--- config.mk ---
export PLATFORM = sky130hd
export DESIGN_NAME = renode_axi_burst_splitter_flat
export DESIGN_NICKNAME = d
export VERILOG_FILES = /design/src/rtl/renode_axi_pkg.sv /design/src/rtl/renode_axi_burst_splitter_if.sv /design/src/rtl/renode_axi_burst_addr_gen.sv /design/src/rtl/renode_axi_burst_splitter.sv /design/src/flat_wrapper.sv
export SDC_FILE = /design/constraint.sdc
export NUM_CORES = 1
export LEC_CHECK = 0
export ABC_AREA = 0
export CAP_MARGIN = 10
export CORE_UTILIZATION = 53
export CTS_BUF_LIST = sky130_fd_sc_hd__clkbuf_16
export CTS_CLUSTER_DIAMETER = 200
export DETAILED_ROUTE_END_ITERATION = 8
export PLACE_DENSITY = 0.89
export SLEW_MARGIN = 20
export SYNTH_ARGS = -nofsm -noshare
export SYNTH_HDL_FRONTEND = slang
export SYNTH_HIERARCHICAL = 1
export SYNTH_SLANG_ARGS = --single-unit
--- constraint.sdc ---
create_clock -name aclk -period 10.15 [get_ports aclk]
set_input_delay 2.03 -clock aclk [delete_from_list [all_inputs] [get_ports aclk]]
set_output_delay 2.03 -clock aclk [all_outputs]
set_load 0.005 [all_outputs]
--- src/rtl/renode_axi_pkg.sv ---
// Shared AXI types for the Renode burst splitter: burst/response encodings, FSM states,
// and a helper that keeps the most severe response seen across a burst.
package renode_axi_pkg;

    typedef enum logic [1:0] {
        BurstFixed    = 2'b00,
        BurstIncr     = 2'b01,
        BurstWrap     = 2'b10,
        BurstReserved = 2'b11
    } burst_type_e;

    typedef enum logic [1:0] {
        RespOkay   = 2'b00,
        RespExOkay = 2'b01,
        RespSlvErr = 2'b10,
        RespDecErr = 2'b11
    } response_e;

    typedef logic [2:0] burst_size_t;
    typedef logic [7:0] burst_length_t;

    typedef enum logic [2:0] {
        WIdle,
        WAddr,
        WData,
        WResp,
        WBresp,
        WDrain
    } w_state_e;

    typedef enum logic [2:0] {
        RIdle,
        RAddr,
        RData,
        ROut,
        RErr
    } r_state_e;

    // Higher encoding is the more severe response (DECERR outranks SLVERR).
    function automatic response_e max_response(response_e a, response_e b);
        return (a > b) ? a : b;
    endfunction

endpackage

--- src/rtl/renode_axi_burst_splitter_if.sv ---
// Full AXI4 port bundle used on both sides of the burst splitter.
interface renode_axi_burst_splitter_if #(
    parameter int unsigned AddressWidth       = 32,
    parameter int unsigned DataWidth          = 32,
    parameter int unsigned TransactionIdWidth = 8
);
    localparam int unsigned StrobeWidth = DataWidth / 8;

    logic [TransactionIdWidth-1:0] awid;
    logic [AddressWidth-1:0]       awaddr;
    logic [7:0]                    awlen;
    logic [2:0]                    awsize;
    logic [1:0]                    awburst;
    logic                          awvalid;
    logic                          awready;

    logic [DataWidth-1:0]          wdata;
    logic [StrobeWidth-1:0]        wstrb;
    logic                          wlast;
    logic                          wvalid;
    logic                          wready;

    logic [TransactionIdWidth-1:0] bid;
    logic [1:0]                    bresp;
    logic                          bvalid;
    logic                          bready;

    logic [TransactionIdWidth-1:0] arid;
    logic [AddressWidth-1:0]       araddr;
    logic [7:0]                    arlen;
    logic [2:0]                    arsize;
    logic [1:0]                    arburst;
    logic                          arvalid;
    logic                          arready;

    logic [TransactionIdWidth-1:0] rid;
    logic [DataWidth-1:0]          rdata;
    logic [1:0]                    rresp;
    logic                          rlast;
    logic                          rvalid;
    logic                          rready;

    modport master (
        output awid, awaddr, awlen, awsize, awburst, awvalid,
        input  awready,
        output wdata, wstrb, wlast, wvalid,
        input  wready,
        input  bid, bresp, bvalid,
        output bready,
        output arid, araddr, arlen, arsize, arburst, arvalid,
        input  arready,
        input  rid, rdata, rresp, rlast, rvalid,
        output rready
    );

    modport slave (
        input  awid, awaddr, awlen, awsize, awburst, awvalid,
        output awready,
        input  wdata, wstrb, wlast, wvalid,
        output wready,
        output bid, bresp, bvalid,
        input  bready,
        input  arid, araddr, arlen, arsize, arburst, arvalid,
        output arready,
        output rid, rdata, rresp, rlast, rvalid,
        input  rready
    );

endinterface

--- src/rtl/renode_axi_burst_addr_gen.sv ---
// Per-beat address generator for FIXED/INCR/WRAP bursts, plus detection of bursts the
// splitter refuses to forward.
module renode_axi_burst_addr_gen
    import renode_axi_pkg::*;
#(
    parameter int unsigned AddressWidth = 32,
    parameter int unsigned DataWidth    = 32
) (
    input  logic [AddressWidth-1:0] start_addr_i,
    input  burst_size_t             size_i,
    input  burst_length_t           len_i,
    input  logic [1:0]              burst_i,
    input  burst_length_t           beat_i,
    output logic [AddressWidth-1:0] beat_addr_o,
    output logic                    illegal_o
);
    localparam int unsigned StrobeWidth = DataWidth / 8;
    localparam int unsigned MaxSize     = $clog2(StrobeWidth);

    logic [AddressWidth-1:0] size_mask;
    logic [AddressWidth-1:0] aligned;
    logic [AddressWidth-1:0] incr_addr;
    logic [AddressWidth-1:0] wrap_mask;
    logic                    wrap_len_ok;

    always_comb begin
        size_mask   = (AddressWidth'(1) << size_i) - AddressWidth'(1);
        aligned     = start_addr_i & ~size_mask;
        incr_addr   = aligned + (AddressWidth'(beat_i) << size_i);
        // Wrap boundary is the total burst footprint: (len+1) beats of 2**size bytes.
        wrap_mask   = ((AddressWidth'(len_i) + AddressWidth'(1)) << size_i) - AddressWidth'(1);
        wrap_len_ok = (len_i == 8'd1) || (len_i == 8'd3) || (len_i == 8'd7) || (len_i == 8'd15);

        beat_addr_o = incr_addr;
        case (burst_type_e'(burst_i))
            BurstFixed: beat_addr_o = aligned;
            BurstWrap:  beat_addr_o = (aligned & ~wrap_mask) | (incr_addr & wrap_mask);
            default:    beat_addr_o = incr_addr;
        endcase

        illegal_o = (burst_i == BurstReserved) ||
                    (size_i > burst_size_t'(MaxSize)) ||
                    ((burst_i == BurstWrap) && !wrap_len_ok);
    end

endmodule

--- src/rtl/renode_axi_burst_splitter.sv ---
// Splits every upstream AXI burst into single-beat aligned INCR accesses for the Renode
// subordinate. Read and write paths run independently with one burst each in flight.
module renode_axi_burst_splitter
    import renode_axi_pkg::*;
#(
    parameter int unsigned AddressWidth       = 32,
    parameter int unsigned DataWidth          = 32,
    parameter int unsigned TransactionIdWidth = 8
) (
    input  logic                        aclk,
    input  logic                        areset_n,
    renode_axi_burst_splitter_if.slave  s_axi,
    renode_axi_burst_splitter_if.master m_axi
);

    // Keeps both address readies low while reset is held and for the first cycle after.
    logic en_q;

    w_state_e                      w_state_q, w_state_d;
    logic [TransactionIdWidth-1:0] aw_id_q, aw_id_d;
    logic [AddressWidth-1:0]       aw_addr_q, aw_addr_d;
    burst_length_t                 aw_len_q, aw_len_d;
    burst_size_t                   aw_size_q, aw_size_d;
    logic [1:0]                    aw_burst_q, aw_burst_d;
    burst_length_t                 w_beat_q, w_beat_d;
    response_e                     w_resp_q, w_resp_d;
    logic [AddressWidth-1:0]       aw_beat_addr;
    logic                          aw_illegal;
    logic                          w_last_beat;

    r_state_e                      r_state_q, r_state_d;
    logic [TransactionIdWidth-1:0] ar_id_q, ar_id_d;
    logic [AddressWidth-1:0]       ar_addr_q, ar_addr_d;
    burst_length_t                 ar_len_q, ar_len_d;
    burst_size_t                   ar_size_q, ar_size_d;
    logic [1:0]                    ar_burst_q, ar_burst_d;
    burst_length_t                 r_beat_q, r_beat_d;
    logic [DataWidth-1:0]          r_data_q, r_data_d;
    response_e                     r_resp_q, r_resp_d;
    logic [AddressWidth-1:0]       ar_beat_addr;
    logic                          ar_illegal;
    logic                          r_last_beat;

    logic unused_down_fields;
    assign unused_down_fields = ^{m_axi.bid, m_axi.rid, m_axi.rlast};

    renode_axi_burst_addr_gen #(
        .AddressWidth (AddressWidth),
        .DataWidth    (DataWidth)
    ) u_aw_gen (
        .start_addr_i (aw_addr_q),
        .size_i       (aw_size_q),
        .len_i        (aw_len_q),
        .burst_i      (aw_burst_q),
        .beat_i       (w_beat_q),
        .beat_addr_o  (aw_beat_addr),
        .illegal_o    (aw_illegal)
    );

    renode_axi_burst_addr_gen #(
        .AddressWidth (AddressWidth),
        .DataWidth    (DataWidth)
    ) u_ar_gen (
        .start_addr_i (ar_addr_q),
        .size_i       (ar_size_q),
        .len_i        (ar_len_q),
        .burst_i      (ar_burst_q),
        .beat_i       (r_beat_q),
        .beat_addr_o  (ar_beat_addr),
        .illegal_o    (ar_illegal)
    );

    always_ff @(posedge aclk or negedge areset_n) begin
        if (!areset_n) begin
            en_q       <= 1'b0;
            w_state_q  <= WIdle;
            aw_id_q    <= '0;
            aw_addr_q  <= '0;
            aw_len_q   <= '0;
            aw_size_q  <= '0;
            aw_burst_q <= '0;
            w_beat_q   <= '0;
            w_resp_q   <= RespOkay;
        end else begin
            en_q       <= 1'b1;
            w_state_q  <= w_state_d;
            aw_id_q    <= aw_id_d;
            aw_addr_q  <= aw_addr_d;
            aw_len_q   <= aw_len_d;
            aw_size_q  <= aw_size_d;
            aw_burst_q <= aw_burst_d;
            w_beat_q   <= w_beat_d;
            w_resp_q   <= w_resp_d;
        end
    end

    always_ff @(posedge aclk or negedge areset_n) begin
        if (!areset_n) begin
            r_state_q  <= RIdle;
            ar_id_q    <= '0;
            ar_addr_q  <= '0;
            ar_len_q   <= '0;
            ar_size_q  <= '0;
            ar_burst_q <= '0;
            r_beat_q   <= '0;
            r_data_q   <= '0;
            r_resp_q   <= RespOkay;
        end else begin
            r_state_q  <= r_state_d;
            ar_id_q    <= ar_id_d;
            ar_addr_q  <= ar_addr_d;
            ar_len_q   <= ar_len_d;
            ar_size_q  <= ar_size_d;
            ar_burst_q <= ar_burst_d;
            r_beat_q   <= r_beat_d;
            r_data_q   <= r_data_d;
            r_resp_q   <= r_resp_d;
        end
    end

    always_comb begin
        w_state_d   = w_state_q;
        aw_id_d     = aw_id_q;
        aw_addr_d   = aw_addr_q;
        aw_len_d    = aw_len_q;
        aw_size_d   = aw_size_q;
        aw_burst_d  = aw_burst_q;
        w_beat_d    = w_beat_q;
        w_resp_d    = w_resp_q;
        w_last_beat = (w_beat_q == aw_len_q);

        s_axi.awready = 1'b0;
        s_axi.wready  = 1'b0;
        s_axi.bvalid  = 1'b0;
        s_axi.bid     = aw_id_q;
        s_axi.bresp   = w_resp_q;

        m_axi.awvalid = 1'b0;
        m_axi.awid    = aw_id_q;
        m_axi.awaddr  = aw_beat_addr;
        m_axi.awlen   = '0;
        m_axi.awsize  = aw_size_q;
        m_axi.awburst = BurstIncr;
        m_axi.wvalid  = 1'b0;
        m_axi.wdata   = s_axi.wdata;
        m_axi.wstrb   = s_axi.wstrb;
        m_axi.wlast   = 1'b1;
        m_axi.bready  = 1'b0;

        unique case (w_state_q)
            WIdle: begin
                s_axi.awready = en_q;
                if (en_q && s_axi.awvalid) begin
                    aw_id_d    = s_axi.awid;
                    aw_addr_d  = s_axi.awaddr;
                    aw_len_d   = s_axi.awlen;
                    aw_size_d  = s_axi.awsize;
                    aw_burst_d = s_axi.awburst;
                    w_beat_d   = '0;
                    w_resp_d   = RespOkay;
                    w_state_d  = WAddr;
                end
            end
            WAddr: begin
                if (aw_illegal) begin
                    w_resp_d  = RespSlvErr;
                    w_state_d = WDrain;
                end else begin
                    m_axi.awvalid = 1'b1;
                    if (m_axi.awready) begin
                        w_state_d = WData;
                    end
                end
            end
            WData: begin
                m_axi.wvalid = s_axi.wvalid;
                s_axi.wready = m_axi.wready;
                if (s_axi.wvalid && m_axi.wready) begin
                    if (s_axi.wlast != w_last_beat) begin
                        w_resp_d = max_response(w_resp_q, RespSlvErr);
                    end
                    w_state_d = WResp;
                end
            end
            WResp: begin
                m_axi.bready = 1'b1;
                if (m_axi.bvalid) begin
                    w_resp_d = max_response(w_resp_q, response_e'(m_axi.bresp));
                    if (w_last_beat) begin
                        w_state_d = WBresp;
                    end else begin
                        w_beat_d  = w_beat_q + 8'd1;
                        w_state_d = WAddr;
                    end
                end
            end
            WDrain: begin
                // Refused burst: swallow its data beats so the manager is not stalled.
                s_axi.wready = 1'b1;
                if (s_axi.wvalid) begin
                    if (w_last_beat) begin
                        w_state_d = WBresp;
                    end else begin
                        w_beat_d = w_beat_q + 8'd1;
                    end
                end
            end
            WBresp: begin
                s_axi.bvalid = 1'b1;
                if (s_axi.bready) begin
                    w_state_d = WIdle;
                end
            end
            default: w_state_d = WIdle;
        endcase
    end

    always_comb begin
        r_state_d   = r_state_q;
        ar_id_d     = ar_id_q;
        ar_addr_d   = ar_addr_q;
        ar_len_d    = ar_len_q;
        ar_size_d   = ar_size_q;
        ar_burst_d  = ar_burst_q;
        r_beat_d    = r_beat_q;
        r_data_d    = r_data_q;
        r_resp_d    = r_resp_q;
        r_last_beat = (r_beat_q == ar_len_q);

        s_axi.arready = 1'b0;
        s_axi.rvalid  = 1'b0;
        s_axi.rid     = ar_id_q;
        s_axi.rdata   = r_data_q;
        s_axi.rresp   = r_resp_q;
        s_axi.rlast   = r_last_beat;

        m_axi.arvalid = 1'b0;
        m_axi.arid    = ar_id_q;
        m_axi.araddr  = ar_beat_addr;
        m_axi.arlen   = '0;
        m_axi.arsize  = ar_size_q;
        m_axi.arburst = BurstIncr;
        m_axi.rready  = 1'b0;

        unique case (r_state_q)
            RIdle: begin
                s_axi.arready = en_q;
                if (en_q && s_axi.arvalid) begin
                    ar_id_d    = s_axi.arid;
                    ar_addr_d  = s_axi.araddr;
                    ar_len_d   = s_axi.arlen;
                    ar_size_d  = s_axi.arsize;
                    ar_burst_d = s_axi.arburst;
                    r_beat_d   = '0;
                    r_state_d  = RAddr;
                end
            end
            RAddr: begin
                if (ar_illegal) begin
                    r_state_d = RErr;
                end else begin
                    m_axi.arvalid = 1'b1;
                    if (m_axi.arready) begin
                        r_state_d = RData;
                    end
                end
            end
            RData: begin
                m_axi.rready = 1'b1;
                if (m_axi.rvalid) begin
                    r_data_d  = m_axi.rdata;
                    r_resp_d  = response_e'(m_axi.rresp);
                    r_state_d = ROut;
                end
            end
            ROut: begin
                s_axi.rvalid = 1'b1;
                if (s_axi.rready) begin
                    if (r_last_beat) begin
                        r_state_d = RIdle;
                    end else begin
                        r_beat_d  = r_beat_q + 8'd1;
                        r_state_d = RAddr;
                    end
                end
            end
            RErr: begin
                s_axi.rvalid = 1'b1;
                s_axi.rdata  = '0;
                s_axi.rresp  = RespSlvErr;
                if (s_axi.rready) begin
                    if (r_last_beat) begin
                        r_state_d = RIdle;
                    end else begin
                        r_beat_d = r_beat_q + 8'd1;
                    end
                end
            end
            default: r_state_d = RIdle;
        endcase
    end

endmodule
--- src/flat_wrapper.sv ---
// flat-port wrapper written by rule: the top's interface ports become plain ports
module renode_axi_burst_splitter_flat import renode_axi_pkg::*;
#(
    parameter int unsigned AddressWidth       = 32,
    parameter int unsigned DataWidth          = 32,
    parameter int unsigned TransactionIdWidth = 8
)
  (aclk, areset_n, s_axi_awid, s_axi_awaddr, s_axi_awlen, s_axi_awsize, s_axi_awburst, s_axi_awvalid, s_axi_awready, s_axi_wdata, s_axi_wstrb, s_axi_wlast, s_axi_wvalid, s_axi_wready, s_axi_bid, s_axi_bresp, s_axi_bvalid, s_axi_bready, s_axi_arid, s_axi_araddr, s_axi_arlen, s_axi_arsize, s_axi_arburst, s_axi_arvalid, s_axi_arready, s_axi_rid, s_axi_rdata, s_axi_rresp, s_axi_rlast, s_axi_rvalid, s_axi_rready, m_axi_awid, m_axi_awaddr, m_axi_awlen, m_axi_awsize, m_axi_awburst, m_axi_awvalid, m_axi_awready, m_axi_wdata, m_axi_wstrb, m_axi_wlast, m_axi_wvalid, m_axi_wready, m_axi_bid, m_axi_bresp, m_axi_bvalid, m_axi_bready, m_axi_arid, m_axi_araddr, m_axi_arlen, m_axi_arsize, m_axi_arburst, m_axi_arvalid, m_axi_arready, m_axi_rid, m_axi_rdata, m_axi_rresp, m_axi_rlast, m_axi_rvalid, m_axi_rready);
  renode_axi_burst_splitter_if #(.AddressWidth(AddressWidth), .DataWidth(DataWidth), .TransactionIdWidth(TransactionIdWidth)) s_axi_i ();
  renode_axi_burst_splitter_if #(.AddressWidth(AddressWidth), .DataWidth(DataWidth), .TransactionIdWidth(TransactionIdWidth)) m_axi_i ();
  input  logic aclk;
  input  logic areset_n;
  input wire logic [$bits(s_axi_i.awid)-1:0] s_axi_awid;
  input wire logic [$bits(s_axi_i.awaddr)-1:0] s_axi_awaddr;
  input wire logic [$bits(s_axi_i.awlen)-1:0] s_axi_awlen;
  input wire logic [$bits(s_axi_i.awsize)-1:0] s_axi_awsize;
  input wire logic [$bits(s_axi_i.awburst)-1:0] s_axi_awburst;
  input wire logic [$bits(s_axi_i.awvalid)-1:0] s_axi_awvalid;
  output wire logic [$bits(s_axi_i.awready)-1:0] s_axi_awready;
  input wire logic [$bits(s_axi_i.wdata)-1:0] s_axi_wdata;
  input wire logic [$bits(s_axi_i.wstrb)-1:0] s_axi_wstrb;
  input wire logic [$bits(s_axi_i.wlast)-1:0] s_axi_wlast;
  input wire logic [$bits(s_axi_i.wvalid)-1:0] s_axi_wvalid;
  output wire logic [$bits(s_axi_i.wready)-1:0] s_axi_wready;
  output wire logic [$bits(s_axi_i.bid)-1:0] s_axi_bid;
  output wire logic [$bits(s_axi_i.bresp)-1:0] s_axi_bresp;
  output wire logic [$bits(s_axi_i.bvalid)-1:0] s_axi_bvalid;
  input wire logic [$bits(s_axi_i.bready)-1:0] s_axi_bready;
  input wire logic [$bits(s_axi_i.arid)-1:0] s_axi_arid;
  input wire logic [$bits(s_axi_i.araddr)-1:0] s_axi_araddr;
  input wire logic [$bits(s_axi_i.arlen)-1:0] s_axi_arlen;
  input wire logic [$bits(s_axi_i.arsize)-1:0] s_axi_arsize;
  input wire logic [$bits(s_axi_i.arburst)-1:0] s_axi_arburst;
  input wire logic [$bits(s_axi_i.arvalid)-1:0] s_axi_arvalid;
  output wire logic [$bits(s_axi_i.arready)-1:0] s_axi_arready;
  output wire logic [$bits(s_axi_i.rid)-1:0] s_axi_rid;
  output wire logic [$bits(s_axi_i.rdata)-1:0] s_axi_rdata;
  output wire logic [$bits(s_axi_i.rresp)-1:0] s_axi_rresp;
  output wire logic [$bits(s_axi_i.rlast)-1:0] s_axi_rlast;
  output wire logic [$bits(s_axi_i.rvalid)-1:0] s_axi_rvalid;
  input wire logic [$bits(s_axi_i.rready)-1:0] s_axi_rready;
  output wire logic [$bits(m_axi_i.awid)-1:0] m_axi_awid;
  output wire logic [$bits(m_axi_i.awaddr)-1:0] m_axi_awaddr;
  output wire logic [$bits(m_axi_i.awlen)-1:0] m_axi_awlen;
  output wire logic [$bits(m_axi_i.awsize)-1:0] m_axi_awsize;
  output wire logic [$bits(m_axi_i.awburst)-1:0] m_axi_awburst;
  output wire logic [$bits(m_axi_i.awvalid)-1:0] m_axi_awvalid;
  input wire logic [$bits(m_axi_i.awready)-1:0] m_axi_awready;
  output wire logic [$bits(m_axi_i.wdata)-1:0] m_axi_wdata;
  output wire logic [$bits(m_axi_i.wstrb)-1:0] m_axi_wstrb;
  output wire logic [$bits(m_axi_i.wlast)-1:0] m_axi_wlast;
  output wire logic [$bits(m_axi_i.wvalid)-1:0] m_axi_wvalid;
  input wire logic [$bits(m_axi_i.wready)-1:0] m_axi_wready;
  input wire logic [$bits(m_axi_i.bid)-1:0] m_axi_bid;
  input wire logic [$bits(m_axi_i.bresp)-1:0] m_axi_bresp;
  input wire logic [$bits(m_axi_i.bvalid)-1:0] m_axi_bvalid;
  output wire logic [$bits(m_axi_i.bready)-1:0] m_axi_bready;
  output wire logic [$bits(m_axi_i.arid)-1:0] m_axi_arid;
  output wire logic [$bits(m_axi_i.araddr)-1:0] m_axi_araddr;
  output wire logic [$bits(m_axi_i.arlen)-1:0] m_axi_arlen;
  output wire logic [$bits(m_axi_i.arsize)-1:0] m_axi_arsize;
  output wire logic [$bits(m_axi_i.arburst)-1:0] m_axi_arburst;
  output wire logic [$bits(m_axi_i.arvalid)-1:0] m_axi_arvalid;
  input wire logic [$bits(m_axi_i.arready)-1:0] m_axi_arready;
  input wire logic [$bits(m_axi_i.rid)-1:0] m_axi_rid;
  input wire logic [$bits(m_axi_i.rdata)-1:0] m_axi_rdata;
  input wire logic [$bits(m_axi_i.rresp)-1:0] m_axi_rresp;
  input wire logic [$bits(m_axi_i.rlast)-1:0] m_axi_rlast;
  input wire logic [$bits(m_axi_i.rvalid)-1:0] m_axi_rvalid;
  output wire logic [$bits(m_axi_i.rready)-1:0] m_axi_rready;
  assign s_axi_i.awid = s_axi_awid;
  assign s_axi_i.awaddr = s_axi_awaddr;
  assign s_axi_i.awlen = s_axi_awlen;
  assign s_axi_i.awsize = s_axi_awsize;
  assign s_axi_i.awburst = s_axi_awburst;
  assign s_axi_i.awvalid = s_axi_awvalid;
  assign s_axi_awready = s_axi_i.awready;
  assign s_axi_i.wdata = s_axi_wdata;
  assign s_axi_i.wstrb = s_axi_wstrb;
  assign s_axi_i.wlast = s_axi_wlast;
  assign s_axi_i.wvalid = s_axi_wvalid;
  assign s_axi_wready = s_axi_i.wready;
  assign s_axi_bid = s_axi_i.bid;
  assign s_axi_bresp = s_axi_i.bresp;
  assign s_axi_bvalid = s_axi_i.bvalid;
  assign s_axi_i.bready = s_axi_bready;
  assign s_axi_i.arid = s_axi_arid;
  assign s_axi_i.araddr = s_axi_araddr;
  assign s_axi_i.arlen = s_axi_arlen;
  assign s_axi_i.arsize = s_axi_arsize;
  assign s_axi_i.arburst = s_axi_arburst;
  assign s_axi_i.arvalid = s_axi_arvalid;
  assign s_axi_arready = s_axi_i.arready;
  assign s_axi_rid = s_axi_i.rid;
  assign s_axi_rdata = s_axi_i.rdata;
  assign s_axi_rresp = s_axi_i.rresp;
  assign s_axi_rlast = s_axi_i.rlast;
  assign s_axi_rvalid = s_axi_i.rvalid;
  assign s_axi_i.rready = s_axi_rready;
  assign m_axi_awid = m_axi_i.awid;
  assign m_axi_awaddr = m_axi_i.awaddr;
  assign m_axi_awlen = m_axi_i.awlen;
  assign m_axi_awsize = m_axi_i.awsize;
  assign m_axi_awburst = m_axi_i.awburst;
  assign m_axi_awvalid = m_axi_i.awvalid;
  assign m_axi_i.awready = m_axi_awready;
  assign m_axi_wdata = m_axi_i.wdata;
  assign m_axi_wstrb = m_axi_i.wstrb;
  assign m_axi_wlast = m_axi_i.wlast;
  assign m_axi_wvalid = m_axi_i.wvalid;
  assign m_axi_i.wready = m_axi_wready;
  assign m_axi_i.bid = m_axi_bid;
  assign m_axi_i.bresp = m_axi_bresp;
  assign m_axi_i.bvalid = m_axi_bvalid;
  assign m_axi_bready = m_axi_i.bready;
  assign m_axi_arid = m_axi_i.arid;
  assign m_axi_araddr = m_axi_i.araddr;
  assign m_axi_arlen = m_axi_i.arlen;
  assign m_axi_arsize = m_axi_i.arsize;
  assign m_axi_arburst = m_axi_i.arburst;
  assign m_axi_arvalid = m_axi_i.arvalid;
  assign m_axi_i.arready = m_axi_arready;
  assign m_axi_i.rid = m_axi_rid;
  assign m_axi_i.rdata = m_axi_rdata;
  assign m_axi_i.rresp = m_axi_rresp;
  assign m_axi_i.rlast = m_axi_rlast;
  assign m_axi_i.rvalid = m_axi_rvalid;
  assign m_axi_rready = m_axi_i.rready;
  renode_axi_burst_splitter #(.AddressWidth(AddressWidth), .DataWidth(DataWidth), .TransactionIdWidth(TransactionIdWidth)) u_core (.aclk(aclk), .areset_n(areset_n), .s_axi(s_axi_i), .m_axi(m_axi_i));
endmodule
**Word level (Yosys, flattened, before mapping)**

Cells that the tools add are included.

- Word-level logic and storage cells: 178
- Input port bits: 208
- Register bits: 165
- Memories: 0
- Output and inout port bits: 206
- Bits in writable memories: 0
- Memory bits (read-only): 0
- Bits in latches: 0

- Bitwise logic cells: 12
- Eq/ne operators: 43
- Div/mod/pow operators: 0
- Shift-type cells: 6
- Reduce and logical (&&, ||, !) cells: 33
- $add $sub $neg: 10
- Multiplexer cells: 52
- Magnitude comparators: 4
- $mul: 0

Operators by type and width:

| kind | number |
|---|---|
| $and 32x32->32 | 6 |
| $not 32->32 | 4 |
| $pmux 32 s2 | 2 |
| $add 32x32->32 | 2 |
| $or 32x32->32 | 2 |
| $shl 1x3->32 const A | 2 |
| $shl 8x3->32 | 2 |
| $shl 9x3->32 | 2 |
| $sub 32x1->32 const B | 2 |
| $sub 32x2->32 const B | 2 |
| $mux 8 | 7 |
| $mux 3 | 16 |
| $mux 32 | 1 |
| $pmux 8 s3 | 1 |
| $ne 2x2->1 const B | 10 |
| $add 8x1->9 const B | 2 |
| $pmux 3 s6 | 1 |
| $add 8x1->8 const B | 2 |
| $eq 8x1->1 const B | 2 |
| $eq 8x2->1 const B | 2 |
| $eq 8x3->1 const B | 2 |
| $eq 8x4->1 const B | 2 |
| $eq 8x8->1 | 2 |
| $mux 2 | 8 |
| 29 further kinds | 76 |

**Longest topological paths before layout**

- Depth after elaboration: 9
- Gate-level depth with buffers: 18
- Depth with buffers taken out: 15

**Modules after synthesis**

The synthesis kept the hierarchy.

By module, submodules not included:

| module | cells an instance | area each (µm²) | times used |
|---|---|---|---|
| renode_axi_burst_splitter | 848 | 7861.3 | 1 |
| renode_axi_burst_addr_gen at u_core.u_ar_gen | 433 | 3090.5 | 1 |
| renode_axi_burst_addr_gen at u_core.u_aw_gen | 419 | 2871.5 | 1 |

**Worst setup path after synthesis**

No wires, ideal clock.

- Path kind: flip-flop to output port
- From: register u_core.aw_size_q[0] (netlist: u_core/m_axi.awsize[0])
- To: output m_axi_awaddr[31]
- Cell stages (with the launch flop): 16
- Path buffers: 3
- Slack: 3.927 ns
- Arrival: 4.193 ns
- Cells stage by stage: dfrtp_1 > buf_2 > buf_2 > buf_1 > mux2_2 > o21ai_0 > o21ai_0 > ha_1 > a21oi_1 > o22ai_1 > o32a_1 > maj3_1 > a2111o_1 > nand2_1 > nor4b_1 > xnor2_1

- Longest elaborated chain between the ends: 8
- Elaborated cells on any way between the ends: 13
- Classes of those cells: add/sub: 3; shift: 3; mux: 1; bitwise: 6

RTL lines:

| item | line | source |
|---|---|---|
| from (decl) | renode_axi_burst_splitter.sv:23 | `burst_size_t aw_size_q, aw_size_d;` |
| from (signal assigned) | renode_axi_burst_splitter.sv:90 | `aw_size_q <= aw_size_d;` |
| $shl 1x3->32 | renode_axi_burst_addr_gen.sv:27 | `size_mask = (AddressWidth'(1) << size_i) - AddressWidth'(1);` |
| $sub 32x2->32 | renode_axi_burst_addr_gen.sv:27 |  |
| $not 32->32 | renode_axi_burst_addr_gen.sv:28 | `aligned = start_addr_i & ~size_mask;` |
| $and 32x32->32 | renode_axi_burst_addr_gen.sv:28 |  |
| $add 32x32->32 | renode_axi_burst_addr_gen.sv:29 | `incr_addr = aligned + (AddressWidth'(beat_i) << size_i);` |
| $and 32x32->32 | renode_axi_burst_addr_gen.sv:37 | `BurstWrap: beat_addr_o = (aligned & ~wrap_mask) \| (incr_addr & wrap_mask);` |
| $or 32x32->32 | renode_axi_burst_addr_gen.sv:37 |  |
| $pmux 32 s2 (*) | renode_axi_burst_addr_gen.sv:35 | `case (burst_type_e'(burst_i))` |
| to (decl) | flat_wrapper.sv:43 | `output wire logic [$bits(m_axi_i.awaddr)-1:0] m_axi_awaddr;` |

Mark *: on every way between the ends. The rest lies on a longest branch, timed or not.

**Final worst setup path**

- From: register u_core.aw_size_q[0] (netlist: u_core/m_axi.awsize[0])
- To: output m_axi_awaddr[28]

The elaborated chain is that of the path after synthesis.

==> flow_metrics.py <==
metrics = {
    "cts": {
        "numCtsBuffers": 17,
        "insertion_delay_ns": 0.45,
        "cts_max_level": 4,
        "clockRootBuffer": "clkbuf_16",
        "cts_tree": "done",
        "clkSlewWorstSetupHoldPaths_ns": 0.08,
        "cts_hold_buf": 0,
        "post_cts_buffers": 0,
        "cts_resized": 0,
        "clkSinkCount": 165,
        "cts_buffer_depth": 2,
    },
    "global_routing": {
        "grt_pass1_vias": 12898,
        "grt_util_all_layers_pct": 30.32,
        "grt_max_degree": 97,
        "grt_pass1_wl_mm": 64.74,
        "overflow": 0,
        "antenna_found_initial": 0,
    },
    "synthesis": {
        "synthArstFlopShare_pct": 100.0,
        "syn-instance-count": 1700,
        "synth_xor_area_share_pct": 6.589,
        "ys_seq_area_share_pct": 29.87,
        "synth_top_family_by_area": "simple AND/OR/NAND/NOR gates",
        "synth_area_um2": 13820,
        "synthAdderAreaFrac_pct": 4.381,
        "synthSimpleGateAreaFrac_pct": 27.67,
        "synth.distinct_cells": 107,
        "avgSynthCellArea_um2": 8.131,
        "synth-compound-area-share_pct": 13.91,
        "synth_edf_count": 0,
        "synth-seq-cells": 165,
        "yosys-mux-area-fraction_pct": 8.273,
        "synth_ff_type": "dfrtp_1",
        "yosysWarnings": 6,
    },
    "final_layout": {
        "n_antenna_cell": 0,
        "final_cell_mix": "422 x nand2_1, 302 x clkdlybuf4s50_1, 165 x dfrtp_1",
        "synthToLayoutAreaGrowth_pct": 22.82,
        "final_common_cell": "nand2_1",
        "nets": 2134,
        "n_fill_cell": 2032,
        "drive_gt1_share_pct": 9.182,
    },
    "setup_path": {
        "critPathRequiredTime_ns": 8.12,
        "path_class": "flip-flop to output pin",
        "worstPathArrival_ns": 5.70,
        "worstReg2RegStart": "u_core/w_state_q[1]",
        "r2r_cells": 6,
        "crit-reg2reg-capture": "u_core/w_beat_q[5]",
        "start_kind": "flip-flop",
        "crit_start": "u_core/m_axi.awsize[0]",
        "rrSetupSlack_ns": 7.27,
        "crit_fanout": 21,
        "cp-end-kind": "output pin",
    },
    "sta": {
        "fin_setup_tns_ns": 0,
        "skew_ns": 0.02058,
        "finalHoldWorstSlack_ns": 0.4752,
        "slew_viol_final": 0,
        "fin_crit_ns": 7.732,
        "rsz0062_at_grt": "no",
        "slew_headroom_pct": 38.10,
        "setup_viol": 0,
        "final-hold-violation-count": 0,
        "tightest_slew_ns": 0.9285,
        "finalCritPeriodShare_pct": 76.18,
        "worst_slack_ns": 2.418,
        "fmax_mhz": 129.3,
    },
    "pwr": {
        "irDropWorstVdd_v": 0.0002584,
        "total_power_uw": 5665,
        "leakage_uw": 0.007421,
        "powerDensity_nw_per_um2": 333.7,
    },
    "hold_path": {
        "min_path_type": "flip-flop to flip-flop",
        "min_path_cells": 2,
        "min_to": "u_core/ar_addr_q[6]",
        "hp-start": "u_core/ar_addr_q[6]",
    },
    "drt": {
        "drc": 0,
        "routedWlPerCell_um": 18.28,
        "vias": 13091,
        "drtIter0Drc": 1138,
        "routed_wl_mm": 40.67,
        "routed_via_density": 5.884,
        "drtPass1Iterations": 6,
        "detail-route-antenna-nets": 0,
    },
    "placed_design": {
        "gp_congestion": 0.9879,
        "dp_slack_ns": 3.042,
        "dpl.hpwl_mm": 29.68,
        "io_buffers": 303,
    },
    "outcome": {
        "status": "finished, final reports clean",
    },
    "floorplanning": {
        "start_util_pct": 54.42,
        "die_h_um": 163.5,
        "die_w_um": 163.5,
        "die-area_um2": 26730,
        "rows": 58,
        "ios": 414,
        "core_um2": 25400,
    },
    "job": {
        "drv_cap": 0,
    },
}
==> layer usage <==
metal | global-route usage, % | vias to the layer above | wire (um)
li1 | - | 6130 | -
met2 | 53.66 | 539 | 20450
met1 | 35.83 | 6328 | 16320
met4 | 12.75 | 0 | 1108
met3 | 5.536 | 94 | 2790
met5 | 0 | - | 0
==> registers in the layout (all words and copies together) (netlist names) <==
register	flops
u_core/aw_addr_q	32
u_core/w_state_q	3
u_core/aw_burst_q	2
u_core/aw_len_q	8
u_core/ar_burst_q	2
u_core/ar_len_q	8
u_core/s_axi.bresp	2
u_core/m_axi.arsize	3
u_core/m_axi.arid	8
u_core/r_resp_q	2
u_core/ar_addr_q	32
u_core/r_data_q	32
u_core/r_beat_q	8
u_core/en_q	1
u_core/m_axi.awsize	3
u_core/r_state_q	3
u_core/m_axi.awid	8
u_core/w_beat_q	8
==> through the flow <==
stage | instance area [um^2] | utilization, % | std cells
6_report | 16980 | 66.84 | 2225
5_1_grt | 16980 | 66.84 | 2225
4_1_cts | 16970 | 66.80 | 2225
3_5_place_dp | 16330 | 64.28 | 2193
3_3_place_gp | 16330 | 64.28 | 2193
2_1_floorplan | 13900 | - | 1720
==> power by group <==
part	switching (uW)	internal, uW
Clock	357	345
Combinational	1830	1790
Sequential	397	955
Total	2580	3090
==> worst max-delay path, cell delays in order, from the launching register on <==
cell and delay [ns]:
dfrtp_1 0.80, buf_4 0.34, mux2i_1 0.35, nor2_1 0.07
a21oi_1 0.25, o21ai_0 0.16, ha_1 0.43, inv_1 0.07
o22ai_1 0.24, o41a_1 0.21, a21oi_1 0.10, maj3_1 0.42
o21ai_0 0.36, a21oi_1 0.29, nor3b_1 0.30, xor2_1 0.29
clkdlybuf4s50_1 0.57
==> area by class of cell <==
cell class	count	area [um^2]	share of cell area, %
clock buffers	17	425.4	2.506
well taps	330	412.9	2.432
flip-flops and latches	165	4129	24.32
clock inverters	15	216.5	1.275
repair buffers	316	3132	18.45
multi-input cells	1341	8508	50.11
inverters	41	153.9	0.9065
==> synthesized netlist by cell type, drive strengths merged, types with 7 or more instances <==
master    n  area, um^2
o211ai   12       95.09
inv      40       150.1
nand2b   13       81.33
nand2   425        1598
and4     10       97.59
o21ai    60       300.3
nor3     39       205.2
o22ai     9       56.30
o21a      7       52.55
mux2     67       754.5
clkbuf   57       307.8
nor4b     7       103.9
and2     25       156.4
mux2i    35       366.6
or3      19       118.9
ha       42       525.5
a31oi     8       50.05
a21oi    79       402.9
xor2     49       429.2
a211oi   18       140.1
nand3    41       210.2
a21o      8       62.56
xnor2    55       481.7
nor2     67       256.5
nor3b    16       136.4
dfrtp   165        4129
nor4     10       75.07
buf     116       817.0
nand4    15       100.1
or2      11       71.32
and3     14       87.58
nor2b    53       331.6
==> cells by family (layout without fill, tap and decap cells) <==
logic type,Yosys count,after routing
xor+xnor,104,104
compound gates,278,278
flops,165,165
mux,103,103
other cells,2,22
buf+inv,214,389
simple gates,786,786
fa+ha+maj,48,48
==> how the worst max path moves through the flow <==
stage	end	cells after the start
2_1_floorplan	m_axi_awaddr[31]	15
3_3_place_gp	m_axi_awaddr[27]	16
3_5_place_dp	m_axi_awaddr[24]	15
4_1_cts	m_axi_awaddr[24]	16
5_1_grt	m_axi_awaddr[24]	16
6_report	m_axi_awaddr[28]	16
(Power assumes the default switching activity.)
